$ cat src/rtl/mul_share_arbiter.sv
// Round-robin sharing of one pipelined signed multiplier among NREQ clients.
// Optional perf counters are enabled by defining MUL_ARB_PERF_CNT_EN.
module mul_share_arbiter #(
    parameter int NREQ = 4,
    parameter int W    = 11,
    parameter int LAT  = 1
) (
    input  logic              clk,
    input  logic              rst_n,
    input  logic              en,
    input  logic [NREQ-1:0]   req_valid,
    output logic [NREQ-1:0]   req_ready,
    input  logic [NREQ*W-1:0] req_a,
    input  logic [NREQ*W-1:0] req_b,
    output logic [NREQ-1:0]   rsp_valid,
    output logic [2*W-1:0]    rsp_p,
    output logic              busy,
    output logic              mul_en,
    output logic [W-1:0]      mul_a,
    output logic [W-1:0]      mul_b,
    input  logic [2*W-1:0]    mul_p
`ifdef MUL_ARB_PERF_CNT_EN
    ,
    output logic [31:0]       perf_issue_cnt,
    output logic [31:0]       perf_stall_cnt
`endif
);

    localparam int PW = $clog2(NREQ);

    typedef enum logic [1:0] {
        S_IDLE  = 2'd0,
        S_RUN   = 2'd1,
        S_DRAIN = 2'd2
    } state_t;

    state_t          r_state;
    state_t          w_state_nxt;
    logic [PW-1:0]   r_ptr;
    logic            r_mul_en;
    logic [LAT-1:0]  r_vld;
    logic [PW-1:0]   r_idx [LAT];

    logic            w_hs;
    logic [PW-1:0]   w_gidx;
    logic [NREQ-1:0] w_gnt;
    logic [PW:0]     w_sum;
    logic [PW-1:0]   w_j;
    logic            w_in_flight;

    // First valid requester at or after the pointer, wrapping mod NREQ.
    always_comb begin
        w_hs   = 1'b0;
        w_gidx = '0;
        w_gnt  = '0;
        w_sum  = '0;
        w_j    = '0;
        if (en && r_mul_en) begin
            for (int k = 0; k < NREQ; k++) begin
                w_sum = {1'b0, r_ptr} + (PW+1)'(k);
                if (w_sum >= (PW+1)'(NREQ)) begin
                    w_sum = w_sum - (PW+1)'(NREQ);
                end
                w_j = w_sum[PW-1:0];
                if (!w_hs && req_valid[w_j]) begin
                    w_hs   = 1'b1;
                    w_gidx = w_j;
                end
            end
        end
        if (w_hs) begin
            w_gnt[w_gidx] = 1'b1;
        end
    end

    assign req_ready = w_gnt;
    assign mul_en    = r_mul_en;
    assign mul_a     = w_hs ? req_a[int'(w_gidx)*W +: W] : '0;
    assign mul_b     = w_hs ? req_b[int'(w_gidx)*W +: W] : '0;

    // Tags that will still be in the pipe after the coming edge.
    always_comb begin
        w_in_flight = w_hs;
        for (int k = 0; k < LAT-1; k++) begin
            w_in_flight = w_in_flight | r_vld[k];
        end
    end

    always_ff @(posedge clk or negedge rst_n) begin
        if (!rst_n) begin
            r_ptr    <= '0;
            r_mul_en <= 1'b0;
            r_state  <= S_IDLE;
            r_vld    <= '0;
            for (int k = 0; k < LAT; k++) begin
                r_idx[k] <= '0;
            end
        end else begin
            r_mul_en <= 1'b1;
            r_state  <= w_state_nxt;
            if (w_hs) begin
                r_ptr <= (w_gidx == PW'(NREQ-1)) ? '0
                                                 : w_gidx + 1'b1;
            end
            r_vld[0] <= w_hs;
            r_idx[0] <= w_gidx;
            for (int k = 1; k < LAT; k++) begin
                r_vld[k] <= r_vld[k-1];
                r_idx[k] <= r_idx[k-1];
            end
        end
    end

    always_comb begin
        w_state_nxt = r_state;
        unique case (r_state)
            S_IDLE: begin
                if (w_hs) w_state_nxt = S_RUN;
            end
            S_RUN: begin
                if (!w_in_flight) w_state_nxt = S_IDLE;
                else if (!en)     w_state_nxt = S_DRAIN;
            end
            S_DRAIN: begin
                if (!w_in_flight) w_state_nxt = S_IDLE;
                else if (en)      w_state_nxt = S_RUN;
            end
            default: w_state_nxt = S_IDLE;
        endcase
    end

    // Non-IDLE tracks exactly the OR of the tag-pipe valid bits.
    assign busy = (r_state != S_IDLE);

    always_comb begin
        rsp_valid = '0;
        rsp_p     = '0;
        if (r_vld[LAT-1]) begin
            rsp_valid[r_idx[LAT-1]] = 1'b1;
            rsp_p                   = mul_p;
        end
    end

`ifdef MUL_ARB_PERF_CNT_EN
    logic [31:0] r_issue;
    logic [31:0] r_stall;
    logic        w_stall;

    assign w_stall = |(req_valid & ~w_gnt);

    always_ff @(posedge clk or negedge rst_n) begin
        if (!rst_n) begin
            r_issue <= '0;
            r_stall <= '0;
        end else begin
            if (w_hs && (r_issue != 32'hFFFF_FFFF)) begin
                r_issue <= r_issue + 32'd1;
            end
            if (w_stall && (r_stall != 32'hFFFF_FFFF)) begin
                r_stall <= r_stall + 32'd1;
            end
        end
    end

    assign perf_issue_cnt = r_issue;
    assign perf_stall_cnt = r_stall;
`endif

endmodule

$ cat config.mk
export PLATFORM = sky130hd
export DESIGN_NAME = mul_share_arbiter
export DESIGN_NICKNAME = d
export VERILOG_FILES = /design/src/rtl/mul_share_arbiter.sv
export SDC_FILE = /design/constraint.sdc
export NUM_CORES = 1
export LEC_CHECK = 0
export ABC_AREA = 1
export CORE_ASPECT_RATIO = 1.25
export CORE_MARGIN = 2
export CORE_UTILIZATION = 33
export DETAILED_ROUTE_END_ITERATION = 10
export PLACE_DENSITY = 0.8
export SLEW_MARGIN = 15
export SYNTH_ARGS = -nofsm -noshare
export SYNTH_HDL_FRONTEND = slang
export SYNTH_SLANG_ARGS = --single-unit
export TNS_END_PERCENT = 20
$ cat constraint.sdc
create_clock -name clk -period 3.4 [get_ports clk]
set_clock_uncertainty 0.1 [all_clocks]
set_input_delay 0.85 -clock clk [delete_from_list [all_inputs] [get_ports clk]]
set_output_delay 0.85 -clock clk [all_outputs]
set_load 0.02 [all_outputs]
* Word level (Yosys, flattened, before mapping)
Cells that the tools add are included.
Cells by class: add/sub/neg operators 8, multiply operators 1, order comparisons 12, eq/ne operators 6, shift operators 2, muxes and demuxes 45, reduce and logical (&&, ||, !) cells 12
Operators with widths (count):
- indexed part select 44 x 32 -> 11 bit | 1
- indexed part select 44 x 7 -> 11 bit | 1
- two-way mux 2 bit | 19
- two-way mux 11 bit | 2
- two-way mux 22 bit | 1
- less-than comparator 2 x 3 -> 1 bit, second input constant | 6
- two-way mux 1 bit | 14
- >= comparator 3 bit, second input constant | 3
- binary-select mux 1 bit (select 2 bit) | 4
- two-way mux 4 bit | 2
- subtractor 2 x 1 -> 2 bit, second input constant | 4
- adder 2 x 2 -> 3 bit, second input constant | 2
- logical AND 1 bit | 6
- multiplier 2 x 4 -> 6 bit, second input constant | 1
- != test 3 bit, second input constant | 2
- one-hot mux 2 bit (3 select lines) | 1
- demux 1 bit (select 2 bit) | 2
- == test 2 bit, second input constant | 2
- >= comparator 2 x 1 -> 1 bit, second input constant | 2
- adder 2 x 1 -> 3 bit, second input constant | 1
- >= comparator 2 x 3 -> 1 bit, second input constant | 1
- zero test 1 bit | 3
- AND reduction 3 bit | 1
- adder 2 x 1 -> 2 bit, second input constant | 1
- 4 further kinds | 4
Storage, ports and cells: register bits after elaboration 8, bits of input ports 117, output and inout bits 54, logic and storage cells 91

* Longest topological paths before layout
depth after elaboration 24, depth in mapped cells 16, depth with buffers taken out 14

* Worst setup path before layout
No wires, ideal clock.
path type input-to-output, start point input port req_valid[3], end point output port req_ready[3], data arrival time 2.291 ns, required time 2.450 ns, path slack 0.159 ns, stages on the path 14, path buffers 1, cell sequence inv_1 > nand2_1 > nand3_1 > nand2_1 > inv_1 > nand2_1 > nand2_1 > nand2_2 > nand2_4 > buf_2 > inv_1 > ha_1 > inv_1 > nor2_1
On the way: longest elaborated chain between the ends 21, elaborated cells on any way between the ends 33, those cells by class order compare: 2; mux: 24; reduce/logical: 7
RTL lines:
- start: declaration | line 11 | input logic [NREQ-1:0] req_valid,
- binary-select mux 1 bit (select 2 bit) | line 65 | if (!w_hs && req_valid[w_j]) begin
- two-way mux 1 bit (implied by the code) | line 65
- two-way mux 1 bit | line 65
- two-way mux 1 bit | line 58 | if (en && r_mul_en) begin
- zero test 1 bit | line 65
- logical AND 1 bit | line 65
- two-way mux 1 bit | line 65
- two-way mux 1 bit | line 58
- (+6 left out)
- two-way mux 2 bit (*) | line 65
- two-way mux 2 bit (*) | line 58
- via w_gidx[0] | line 45 | logic [PW-1:0] w_gidx;
- less-than comparator 2 x 3 -> 1 bit (implied by the code) or >= comparator 2 x 1 -> 1 bit (tied branches) | line 72 | w_gnt[w_gidx] = 1'b1;
- logical AND 1 bit (implied by the code) | line 72
- two-way mux 1 bit (implied by the code) | line 72
- demux 1 bit (select 2 bit) (*) | line 72
- two-way mux 4 bit (*) | line 71 | if (w_hs) begin
- end: declaration | line 12 | output logic [NREQ-1:0] req_ready,
The timed path passes the listed nets; every way through them passes the cells marked *. The select of a mux whose other input is x is not followed.

* Final worst setup path
start point input port req_valid[1], end point output port mul_a[8]
On the way: longest elaborated chain between the ends 19, elaborated cells on any way between the ends 30, those cells by class mul: 1; shift: 1; mux: 22; reduce/logical: 6
RTL lines:
- binary-select mux 1 bit (select 2 bit) | line 65
- two-way mux 1 bit (implied by the code) | line 65
- two-way mux 1 bit | line 65
- two-way mux 1 bit | line 58
- zero test 1 bit | line 65
- logical AND 1 bit | line 65
- two-way mux 1 bit | line 65
- two-way mux 1 bit | line 58
- (+3 left out)
- two-way mux 1 bit | line 58
- zero test 1 bit | line 65
- logical AND 1 bit | line 65
- two-way mux 2 bit | line 65
- two-way mux 2 bit | line 58
- multiplier 2 x 4 -> 6 bit | line 78 | assign mul_a = w_hs ? req_a[int'(w_gidx)*W +: W] : '0;
- indexed part select 44 x 32 -> 11 bit | line 78
- two-way mux 11 bit (*) | line 78
- end: declaration | line 19 | output logic [W-1:0] mul_a,
Every way passes the cells marked *; elsewhere a longest branch is shown, timed or not. The select of a mux whose other input is x is not followed.

==> impl_metrics.json <==
{
  "status": "finished clean",
  "crit_type": "in2out",
  "cts-htree-levels": 1,
  "antenna_found_initial": 0,
  "ys_top_cells_by_area": "nand2_1 20%, inv_1 20%, nand3_1 18%",
  "die_w_um": 73.6,
  "p_leak_nw": 2.29,
  "clkTransAtPathRegs_ns": 0.04,
  "drt-initial-drc-count": 152,
  "startpoint_type": "primary input",
  "core_area_um2": 5820,
  "synth_top_area_share": 0.203,
  "final_common_cell": "clkdlybuf4s50_1",
  "root_buffer": "clkbuf_8",
  "num_rows": 31,
  "power.density_nw_per_um2": 504,
  "hpwlAfterDp_um": 6330,
  "peakVddDrop_uv": 319,
  "syn_avg_cell_area_um2": 5.08,
  "final_cells": 645,
  "grtUsageTotal": 0.239,
  "cts_tree": "done",
  "final_cell_area_um2": 4310,
  "clock-sinks": 8,
  "grt_overflow": 0,
  "ys_ff_latch": 8,
  "fin_crit_ns": 3.36,
  "yosysUniqueCellTypes": 23,
  "viasPerCell": 4.80,
  "crit_fanout": 5,
  "finalCritPeriodShare": 0.987,
  "clk_latency_ns": 0.23,
  "setup_violations": 0,
  "io_buffers": 170,
  "worstPathRequired_ns": 2.45,
  "dr_total_vias": 3096,
  "rsz0062_at_grt": "true",
  "cp-end-kind": "primary output",
  "final_cell_mix": "140 x clkdlybuf4s50_1, 101 x nand2_1, 96 x inv_1",
  "grt_max_degree": 30,
  "finalMaxSlewViolations": 0,
  "place_inst": 630,
  "drt-pass1-iter-count": 4,
  "synth_largest_area_cell": "nand2_1",
  "worst_slack_ns": 0.0427,
  "io_pins": 171,
  "min_path_type": "reg2reg",
  "die_y_um": 91.0,
  "layout-drive-gt1-share": 0.225,
  "area_growth_pct": 116,
  "fmax_mhz": 298,
  "finalNetCount": 702,
  "totalWireLength_um": 8460,
  "total_power_mw": 2.17,
  "fillers": 476,
  "syn_area_um2": 2000,
  "clk_path_buf_depth": 2,
  "whs_ns": 0.338,
  "r2r_slack_ns": 1.06,
  "synth_fp_nets": 514,
  "placed_area_um2": 3870,
  "antenna_cells": 0,
  "drv_cap": 0,
  "synth_warnings": 0,
  "cts_hold_buf": 0,
  "numCtsBuffers": 3,
  "start_util": 0.343,
  "gp_congestion": 0.860,
  "synth_seq_area_share": 0.100,
  "grt_pass1_vias": 2983,
  "grt_pass1_wl_um": 13100,
  "synthCells": 393,
  "die_area_um2": 6690,
  "hold_viol_final": 0,
  "wire_per_inst_um": 13.1,
  "drc": 0,
  "place_ws_ns": -0.837,
  "arrival_ns": 2.41,
  "ant_nets": 0
}
==> final cells by class <==
type                       instances  area [um^2]  share of cell area
timing repair buffer             206         2090               0.485
inverter                         109          422              0.0979
tap                               66         82.6              0.0192
clock buffer                       3         41.3             0.00959
sequential                         8          201              0.0468
multi-input combinational        253         1470               0.342
==> registers in the layout, summed over array words and instances (netlist names) <==
register,cells
r_idx,2
mul_en,1
r_vld,1
r_ptr,2
r_state,2
==> worst paths after layout <==
| path | startpoint | to | cells past startpoint |
|---|---|---|---|
| worst max-delay path | req_valid[1] | mul_a[8] | 15 |
| worst min-delay path | r_state[1]$_DFFE_PN0P_ | r_state[0]$_DFFE_PN0P_ | 1 |
| worst max register to register | r_ptr[0]$_DFFE_PN0P_ | r_ptr[1]$_DFFE_PN0P_ | 15 |
| worst min register to register | r_state[1]$_DFFE_PN0P_ | r_state[0]$_DFFE_PN0P_ | 1 |
| max in group asynchronous | rst_n | r_ptr[0]$_DFFE_PN0P_ | 1 |
| min in group asynchronous | rst_n | mul_en$_DFF_PN0_ | 1 |
==> report_power, final <==
group	total (mW)	internal, mW	switching [mW]
combinational	1.90	0.896	1.01
sequential	0.154	0.118	0.0360
clock	0.115	0.0768	0.0385
==> cell usage after synthesis, drive strengths merged <==
cell type  number
nand2         111
inv           109
nand3          73
a21oi          24
nand3b         22
buf            20
nor2           10
dfrtp           8
ha              4
nor3            4
clkbuf          3
conb            2
o21ai           2
or2             1
==> per-stage QoR <==
step                 util  TNS (ns)
detailed placement  0.665    -20.24
global placement    0.665    -18.80
floorplan               -         0
CTS                 0.695   -0.0294
finish              0.740         0
global route        0.740     -2.18
==> critical path, stage by stage <==
cell	delay (ns)
buf_6	0.10
inv_4	0.05
nand2_4	0.05
nand3_4	0.10
nand2_4	0.06
nor2_4	0.12
nand2_1	0.07
nor2_2	0.12
nor2_2	0.06
nor2_4	0.15
buf_6	0.16
buf_16	0.13
nand3_2	0.07
a21oi_2	0.16
buf_6	0.14
==> routing by layer <==
layer,up-vias,track usage,wire length (um)
li1,1548,-,-
met1,1380,0.254,3150
met2,153,0.440,4310
met3,15,0.0710,822
met4,0,0.0682,177
met5,-,0,0
==> what timing repair did <==
| item | CTS | global route |
|---|---|---|
| resized for setup | 171 | 59 |
| buffers inserted | 9 | 1 |
| pin swaps | 29 | 25 |
| endpoints found under the setup margin | 26 | 26 |
| endpoints found under the hold margin | 0 | 0 |
| cloned | 2 | 2 |
==> cell families after synthesis <==
kind of cell / synth area share
flops: 0.100
buf+inv: 0.283
other cells: 0.00376
simple gates: 0.521
fa+ha+maj: 0.0251
compound gates: 0.0670
No activity file was read; power rests on OpenSTA's default activity.
